--- config.mk ---
export PLATFORM = sky130hd
export DESIGN_NAME = alu_arbiter
export DESIGN_NICKNAME = d
export VERILOG_FILES = /design/src/rtl/alu_arbiter.sv
export SDC_FILE = /design/constraint.sdc
export NUM_CORES = 1
export LEC_CHECK = 0
export CORE_UTILIZATION = 41
export CTS_BUF_LIST = sky130_fd_sc_hd__clkbuf_8 sky130_fd_sc_hd__clkbuf_16
export DETAILED_ROUTE_END_ITERATION = 12
export GPL_TIMING_DRIVEN = 0
export PLACE_DENSITY = 0.85
export SLEW_MARGIN = 20
export SYNTH_ARGS = -nofsm -noshare
export SYNTH_HDL_FRONTEND = slang
export SYNTH_SLANG_ARGS = --single-unit
--- constraint.sdc ---
create_clock -name clk -period 3.2 [get_ports clk]
set_input_delay 0.64 -clock clk [delete_from_list [all_inputs] [get_ports clk]]
set_output_delay 0.64 -clock clk [all_outputs]
set_load 0.1 [all_outputs]
--- src/rtl/alu_arbiter.sv ---
// Two-requester front end for a shared combinational ALU: arbitrates, latches one operation, registers the result.
// Define ALU_ARBITER_ROUND_ROBIN_EN for round-robin contention handling; otherwise requester 0 has fixed priority.
module alu_arbiter #(
    parameter int BUS_WIDTH = 8
) (
    input  logic                   clk,
    input  logic                   rst,
    input  logic [1:0]             req_valid,
    output logic [1:0]             req_ready,
    input  logic [2*BUS_WIDTH-1:0] req_a,
    input  logic [2*BUS_WIDTH-1:0] req_b,
    input  logic [1:0]             req_carry_in,
    input  logic [7:0]             req_opcode,
    output logic [BUS_WIDTH-1:0]   alu_a,
    output logic [BUS_WIDTH-1:0]   alu_b,
    output logic                   alu_carry_in,
    output logic [3:0]             alu_opcode,
    input  logic [BUS_WIDTH-1:0]   alu_y,
    input  logic                   alu_carry_out,
    input  logic                   alu_borrow,
    input  logic                   alu_zero,
    input  logic                   alu_parity,
    input  logic                   alu_invalid_op,
    output logic                   rsp_valid,
    input  logic                   rsp_ready,
    output logic                   rsp_id,
    output logic [BUS_WIDTH-1:0]   rsp_y,
    output logic                   rsp_carry_out,
    output logic                   rsp_borrow,
    output logic                   rsp_zero,
    output logic                   rsp_parity,
    output logic                   rsp_invalid_op
);

    typedef enum logic [1:0] {IDLE, EXEC, RESP} state_t;

    state_t               state;
    state_t               state_next;
    logic [BUS_WIDTH-1:0] a_q;
    logic [BUS_WIDTH-1:0] b_q;
    logic                 carry_in_q;
    logic [3:0]           opcode_q;
    logic                 id_q;
    logic                 last_grant;
    logic                 grant_id;
    logic                 accept;

    // Pick a winner; a lone requester wins regardless of history.
    always_comb begin
        grant_id = 1'b0;
        if (req_valid == 2'b11) begin
`ifdef ALU_ARBITER_ROUND_ROBIN_EN
            grant_id = ~last_grant;
`else
            grant_id = 1'b0;
`endif
        end else if (req_valid[1]) begin
            grant_id = 1'b1;
        end
    end

`ifndef ALU_ARBITER_ROUND_ROBIN_EN
    // History is kept in fixed-priority builds too, it just never steers the grant.
    logic unused_last_grant;
    assign unused_last_grant = last_grant;
`endif

    assign accept    = (state == IDLE) && (|req_valid) && !rst;
    assign req_ready = accept ? (grant_id ? 2'b10 : 2'b01) : 2'b00;
    assign rsp_valid = (state == RESP);

    always_comb begin
        state_next = state;
        case (state)
            IDLE:    if (accept) state_next = EXEC;
            EXEC:    state_next = RESP;
            RESP:    if (rsp_ready) state_next = IDLE;
            default: state_next = IDLE;
        endcase
    end

    always_ff @(posedge clk or posedge rst) begin
        if (rst) begin
            state <= IDLE;
        end else begin
            state <= state_next;
        end
    end

    // The operation is captured only on the accept cycle, so later req_* changes are ignored.
    always_ff @(posedge clk or posedge rst) begin
        if (rst) begin
            a_q        <= '0;
            b_q        <= '0;
            carry_in_q <= 1'b0;
            opcode_q   <= 4'h0;
            id_q       <= 1'b0;
            last_grant <= 1'b1;
        end else if (accept) begin
            a_q        <= grant_id ? req_a[2*BUS_WIDTH-1:BUS_WIDTH] : req_a[BUS_WIDTH-1:0];
            b_q        <= grant_id ? req_b[2*BUS_WIDTH-1:BUS_WIDTH] : req_b[BUS_WIDTH-1:0];
            carry_in_q <= req_carry_in[grant_id];
            opcode_q   <= grant_id ? req_opcode[7:4] : req_opcode[3:0];
            id_q       <= grant_id;
            last_grant <= grant_id;
        end
    end

    assign alu_a        = a_q;
    assign alu_b        = b_q;
    assign alu_carry_in = carry_in_q;
    assign alu_opcode   = opcode_q;

    always_ff @(posedge clk or posedge rst) begin
        if (rst) begin
            rsp_id         <= 1'b0;
            rsp_y          <= '0;
            rsp_carry_out  <= 1'b0;
            rsp_borrow     <= 1'b0;
            rsp_zero       <= 1'b0;
            rsp_parity     <= 1'b0;
            rsp_invalid_op <= 1'b0;
        end else if (state == EXEC) begin
            rsp_id         <= id_q;
            rsp_y          <= alu_y;
            rsp_carry_out  <= alu_carry_out;
            rsp_borrow     <= alu_borrow;
            rsp_zero       <= alu_zero;
            rsp_parity     <= alu_parity;
            rsp_invalid_op <= alu_invalid_op;
        end
    end

endmodule

# --- After elaboration in Yosys (flattened, before gate mapping) ---
# Cells that the tools add are included.
word_totals:
  in_bits: 60
  elab_cells: 37
  mem_bits_ro: 0
  mem_count: 0
  latch_bits: 0
  out_inout_bits: 38
  ramBits: 0
  reg_bits: 38
classes:
  n_mux: 12
  n_eq_ne: 5
  n_addsub: 0
  n_reduce_logical: 6
  n_shift: 0
  n_div: 0
  mul: 0
  bitwise_logic: 0
  order_cmp: 1
op_table:
  columns: ["operator", "count"]
  rows:
  - ["$mux 8", 2]
  - ["$mux 2", 4]
  - ["$pmux 2 s3", 1]
  - ["$eq 2x2->1 const B", 2]
  - ["$mux 1", 4]
  - ["$mux 4", 1]
  - ["$eq 2x1->1 const B", 1]
  - ["$logic_and 1x1->1", 2]
  - ["$logic_not 2->1", 1]
  - ["$lt 1x2->1 const B", 1]
  - ["$ne 2x1->1 const B", 1]
  - ["$ne 2x2->1 const B", 1]
  - ["$reduce_and 2->1", 1]
  - ["$reduce_or 2->1", 1]
  - ["$logic_not 1->1", 1]

# --- Longest topological paths before layout ---
logic_depth:
  depth_word: 5
  depth_mapped: 5
  mapped_depth_nobuf: 3

# --- Worst setup path before layout ---
# Ideal clock, no wire load.
synth_timing:
  kind: "input to output"
  from: "in rst"
  to: "out req_ready[0]"
  required_ps: 2560
  n_path_buf: 1
  slack_ps: -43
  t_arrival_ps: 2603
  cell_stages: 3
  cell_sequence: "nor4_4 buf_6 nor2b_1"
synth_via:
  elab_chain_len: 3
synth_rtl:
  columns: ["item", "line_no", "source"]
  rows:
  - ["from (decl)", "7", "input logic rst,"]
  - ["$logic_not 1->1 (no line)", null, null]
  - ["$logic_and 1x1->1", "68", "assign accept = (state == IDLE) && (|req_valid) && !rst;"]
  - ["$mux 2", "69", "assign req_ready = accept ? (grant_id ? 2'b10 : 2'b01) : 2'b00;"]
  - ["to (decl)", "9", "output logic [1:0] req_ready,"]
# Every way passes these cells.

# --- Worst setup path in the final report ---
layout_timing:
  from: "in req_valid[1]"
  to: "out req_ready[1]"
layout_via:
  elab_chain_len: 4
  elab_cells_between_ends: 8
  classes_between: "eq/ne (1); mux (4); reduce/logical (3)"
layout_rtl:
  columns: ["item", "line_no", "source"]
  rows:
  - ["from (decl)", "8", "input logic [1:0] req_valid,"]
  - ["$eq 2x2->1, or another cell as far along", "51", "if (req_valid == 2'b11) begin"]
  - ["$mux 1 / $logic_and 1x1->1 (equally long branches)", "51, 68", null]
  - ["$mux 2 / $logic_and 1x1->1 (equally long branches)", "69, 68", null]
  - ["$mux 2 *", "69", null]
# Every way passes the cells marked *; elsewhere a longest branch is shown, timed or not.

==> results by group <==
Yosys
  • Sequential share of the synthesized area: between 50 and 60%
  • Synthesized-area fraction occupied by and/or/nand/nor cells: ~3.3%
  • #FFs+latches synth: 38
  • Mean instance size in the synthesized netlist: between 15 and 20 sq um
  • Compound-gate portion of the synthesized area: less than 1%
  • Synthesized instance count: 112
  • Net count after synthesis: 172
  • Proportion of synthesized area in mux cells: between 30% and 40%
  • Count of distinct cell types in the synthesized netlist: 12
  • Yosys warnings: 0
  • Area of the mapped netlist: about 0.0017 sq mm
  • Main combinational cell family by area after synthesis: multiplexers
  • Adder-cell share of the synthesized area: 0%
  • Xor-xnor portion of the synthesized cell area: 0%

Worst setup path
  • Capture point of the worst reg-to-reg path: alu_a[5]
  • Largest driver fanout on the critical path: 10
  • Register-to-Register Setup Slack: between 1.5 and 2 ns
  • Arrival time of data at the critical path endpoint: between 2 and 2.5 ns
  • Crit path from: req_valid[1]
  • Category of the most critical setup path: in2out
  • Reg2Reg Launch Point: state[1]
  • Critical Path End: req_ready[1]
  • Reg2Reg Depth: 4
  • Startpoint kind of the worst setup timing path: input port
  • WP data required: about 2.6 ns
  • Crit. End Element: primary output

Clock network
  • Hold buffers post-CTS: 0
  • CTS Buffer Depth: 2
  • Clock slew at the register clock pins of the worst setup and hold paths: roughly 0.070 ns
  • Later-pin clock latency in the skew report: 0.29 ns
  • Number of clock sinks seen by CTS: 38
  • # H-tree levels: 2
  • Number of clock buffers inserted by TritonCTS: 5
  • Clock tree from TritonCTS: built
  • Root buffer cell: sky130_fd_sc_hd__clkbuf_8

Detailed routing
  • # DRC: 0
  • Average vias per placed instance: 4.80
  • Antenna violation net count after detailed routing: 0
  • DR pass1 iterations: 3
  • Average wire per cell in the routed design: 15.2 microns
  • DR vias: 1287
  • Detailed Route WL: roughly 4.1 mm
  • Starting DRC count in detailed routing: 13

STA
  • Slew headroom: between 30 and 40%
  • Unrepaired setup endpoints after global routing: false
  • Minimum setup slack in the final design: between 0.2 and 0.25 ns
  • Fin crit period: between 2 and 3 ns
  • Period Utilization, post-route: 93.4%
  • Final-report max-slew violation count: 0
  • Least-Margin Pin Slew: 1.00 ns
  • Worst Clk Skew: between 0.007 and 0.008 ns
  • Final number of hold-violating endpoints: 0
  • Max frequency: ~330 MHz
  • Count of endpoints failing setup in the final report: 0

Global route
  • Global-route wire length before repair: approximately 6.2 mm
  • Global routing usage summed across all routing layers: 19.7%
  • Maximum number of pins on one net before global-route repair: 39
  • Number of antenna violations at the first check in global routing: 0
  • Total congestion overflow: 0
  • Number of global-route vias before repair: 1413

Floorplan
  • Die Height: roughly 67 microns
  • Die width: approximately 67 microns
  • Number of core rows: 23
  • Area of the die: ~0.0045 sq mm
  • Core footprint: 0.00403 sq mm
  • Number of top-level design ports: between 90 and 100
  • Initial core utilization: ~43%

Final layout
  • Synth-to-layout area growth: 66.4%
  • Diodes inserted: 0
  • Layout fillers: slightly above 300
  • Number of nets in the layout: about 280
  • Layout cells sized above 1: between 30% and 40%

Placed design
  • Final GP Congestion: 0.749
  • Number of port buffers: slightly below 100
  • Pre-CTS setup slack: -0.572 ns
  • Detailed-placement wirelength estimate: roughly 3.3 mm

Worst hold path
  • Count of cells along the worst hold path: 1
  • Beginning of the worst hold path: rsp_y[1]
  • Class of the worst hold path: reg2reg

Run
  • Max-capacitance violation count: 0

Status
  • Result of the run: completed
[Yosys cell counts]
library cell / instances / area share, %
sky130_fd_sc_hd__buf_6: 5 / 3.3
sky130_fd_sc_hd__o21ai_0: 1 / 0.29
sky130_fd_sc_hd__nor2_1: 1 / 0.22
sky130_fd_sc_hd__mux2_1: 1 / 0.65
sky130_fd_sc_hd__nand2b_1: 2 / 0.72
sky130_fd_sc_hd__buf_2: 2 / 0.58
sky130_fd_sc_hd__mux2_2: 56 / 36
sky130_fd_sc_hd__inv_1: 2 / 0.43
sky130_fd_sc_hd__and2_1: 1 / 0.36
sky130_fd_sc_hd__nor2b_1: 2 / 0.72
sky130_fd_sc_hd__dfrtp_1: 38 / 55
sky130_fd_sc_hd__nor4_4: 1 / 1.2
[how the worst min path moves through the flow]
stage	to	slack (ns)
after floorplan	id_q	0.45
after global placement	id_q	0.47
after detailed placement	rsp_y[1]	0.49
after CTS	rsp_y[1]	0.51
after global routing	rsp_carry_out	0.52
final	rsp_y[1]	0.50
[critical path, stage by stage]
cell,delay [ns]
sky130_fd_sc_hd__clkdlybuf4s50_1,0.49
sky130_fd_sc_hd__nor2_1,0.08
sky130_fd_sc_hd__nor4_4,0.28
sky130_fd_sc_hd__buf_6,0.19
sky130_fd_sc_hd__and2_1,0.12
sky130_fd_sc_hd__clkdlybuf4s18_2,0.53
[cell families after synthesis]
logic type,Yosys count
flops,38
compound gates,1
mux,57
buf+inv,9
simple gates,7
[final cells by class]
cell class	count	area (sq um)	share of cell area, %
timing repair buffer	98	973	33.9
sequential	38	951	33.1
multi-input combinational	65	706	24.5
clock buffer	5	68.8	2.39
buffer	7	66.3	2.31
tap	50	62.6	2.18
clock inverter	3	40.0	1.39
inverter	2	7.51	0.261
[layout by cell type (no fill, tap or decap), types with 2 or more instances in the layout]
cell	count
sky130_fd_sc_hd__mux2_2	56
sky130_fd_sc_hd__dfrtp_1	38
sky130_fd_sc_hd__buf_2	3
sky130_fd_sc_hd__clkdlybuf4s50_1	95
sky130_fd_sc_hd__nand2b_1	2
sky130_fd_sc_hd__clkbuf_8	5
sky130_fd_sc_hd__buf_6	5
sky130_fd_sc_hd__clkinv_2	2
[what timing repair did]
action	4_1_cts	5_1_grt
pin swaps	0	1
resized for setup	7	2
buffers inserted	0	1
endpoints found under the setup margin	2	2
[metal layers]
layer / routed length [microns] / up-vias / track usage [%]
met5: 0 / - / 0
met4: 106 / 0 / 7.71
met3: 297 / 8 / 6.68
met2: 2270 / 55 / 38.9
met1: 1410 / 622 / 17.7
li1: - / 602 / -
[flip-flops by register name, indices dropped and copies added, names as in the netlist]
signal          count
alu_a               8
rsp_carry_out       1
rsp_parity          1
rsp_invalid_op      1
state               2
rsp_zero            1
rsp_borrow          1
alu_carry_in        1
rsp_y               8
rsp_id              1
id_q                1
alu_opcode          4
alu_b               8
[through the flow]
step	util [%]	setup TNS [ns]	hold slack [ns]	area, sq um	instances
floorplan	-	0	0.454	1730	112
global placement	68.6	-1.03	0.469	2760	259
detailed placement	68.6	-1.13	0.492	2760	259
CTS	71.3	0	0.509	2870	267
global route	71.4	0	0.517	2880	268
finish	71.4	0	0.505	2880	268
Power is not shown: default switching activity piles up to over one toggle a cycle in this logic, so the estimate is an artifact.
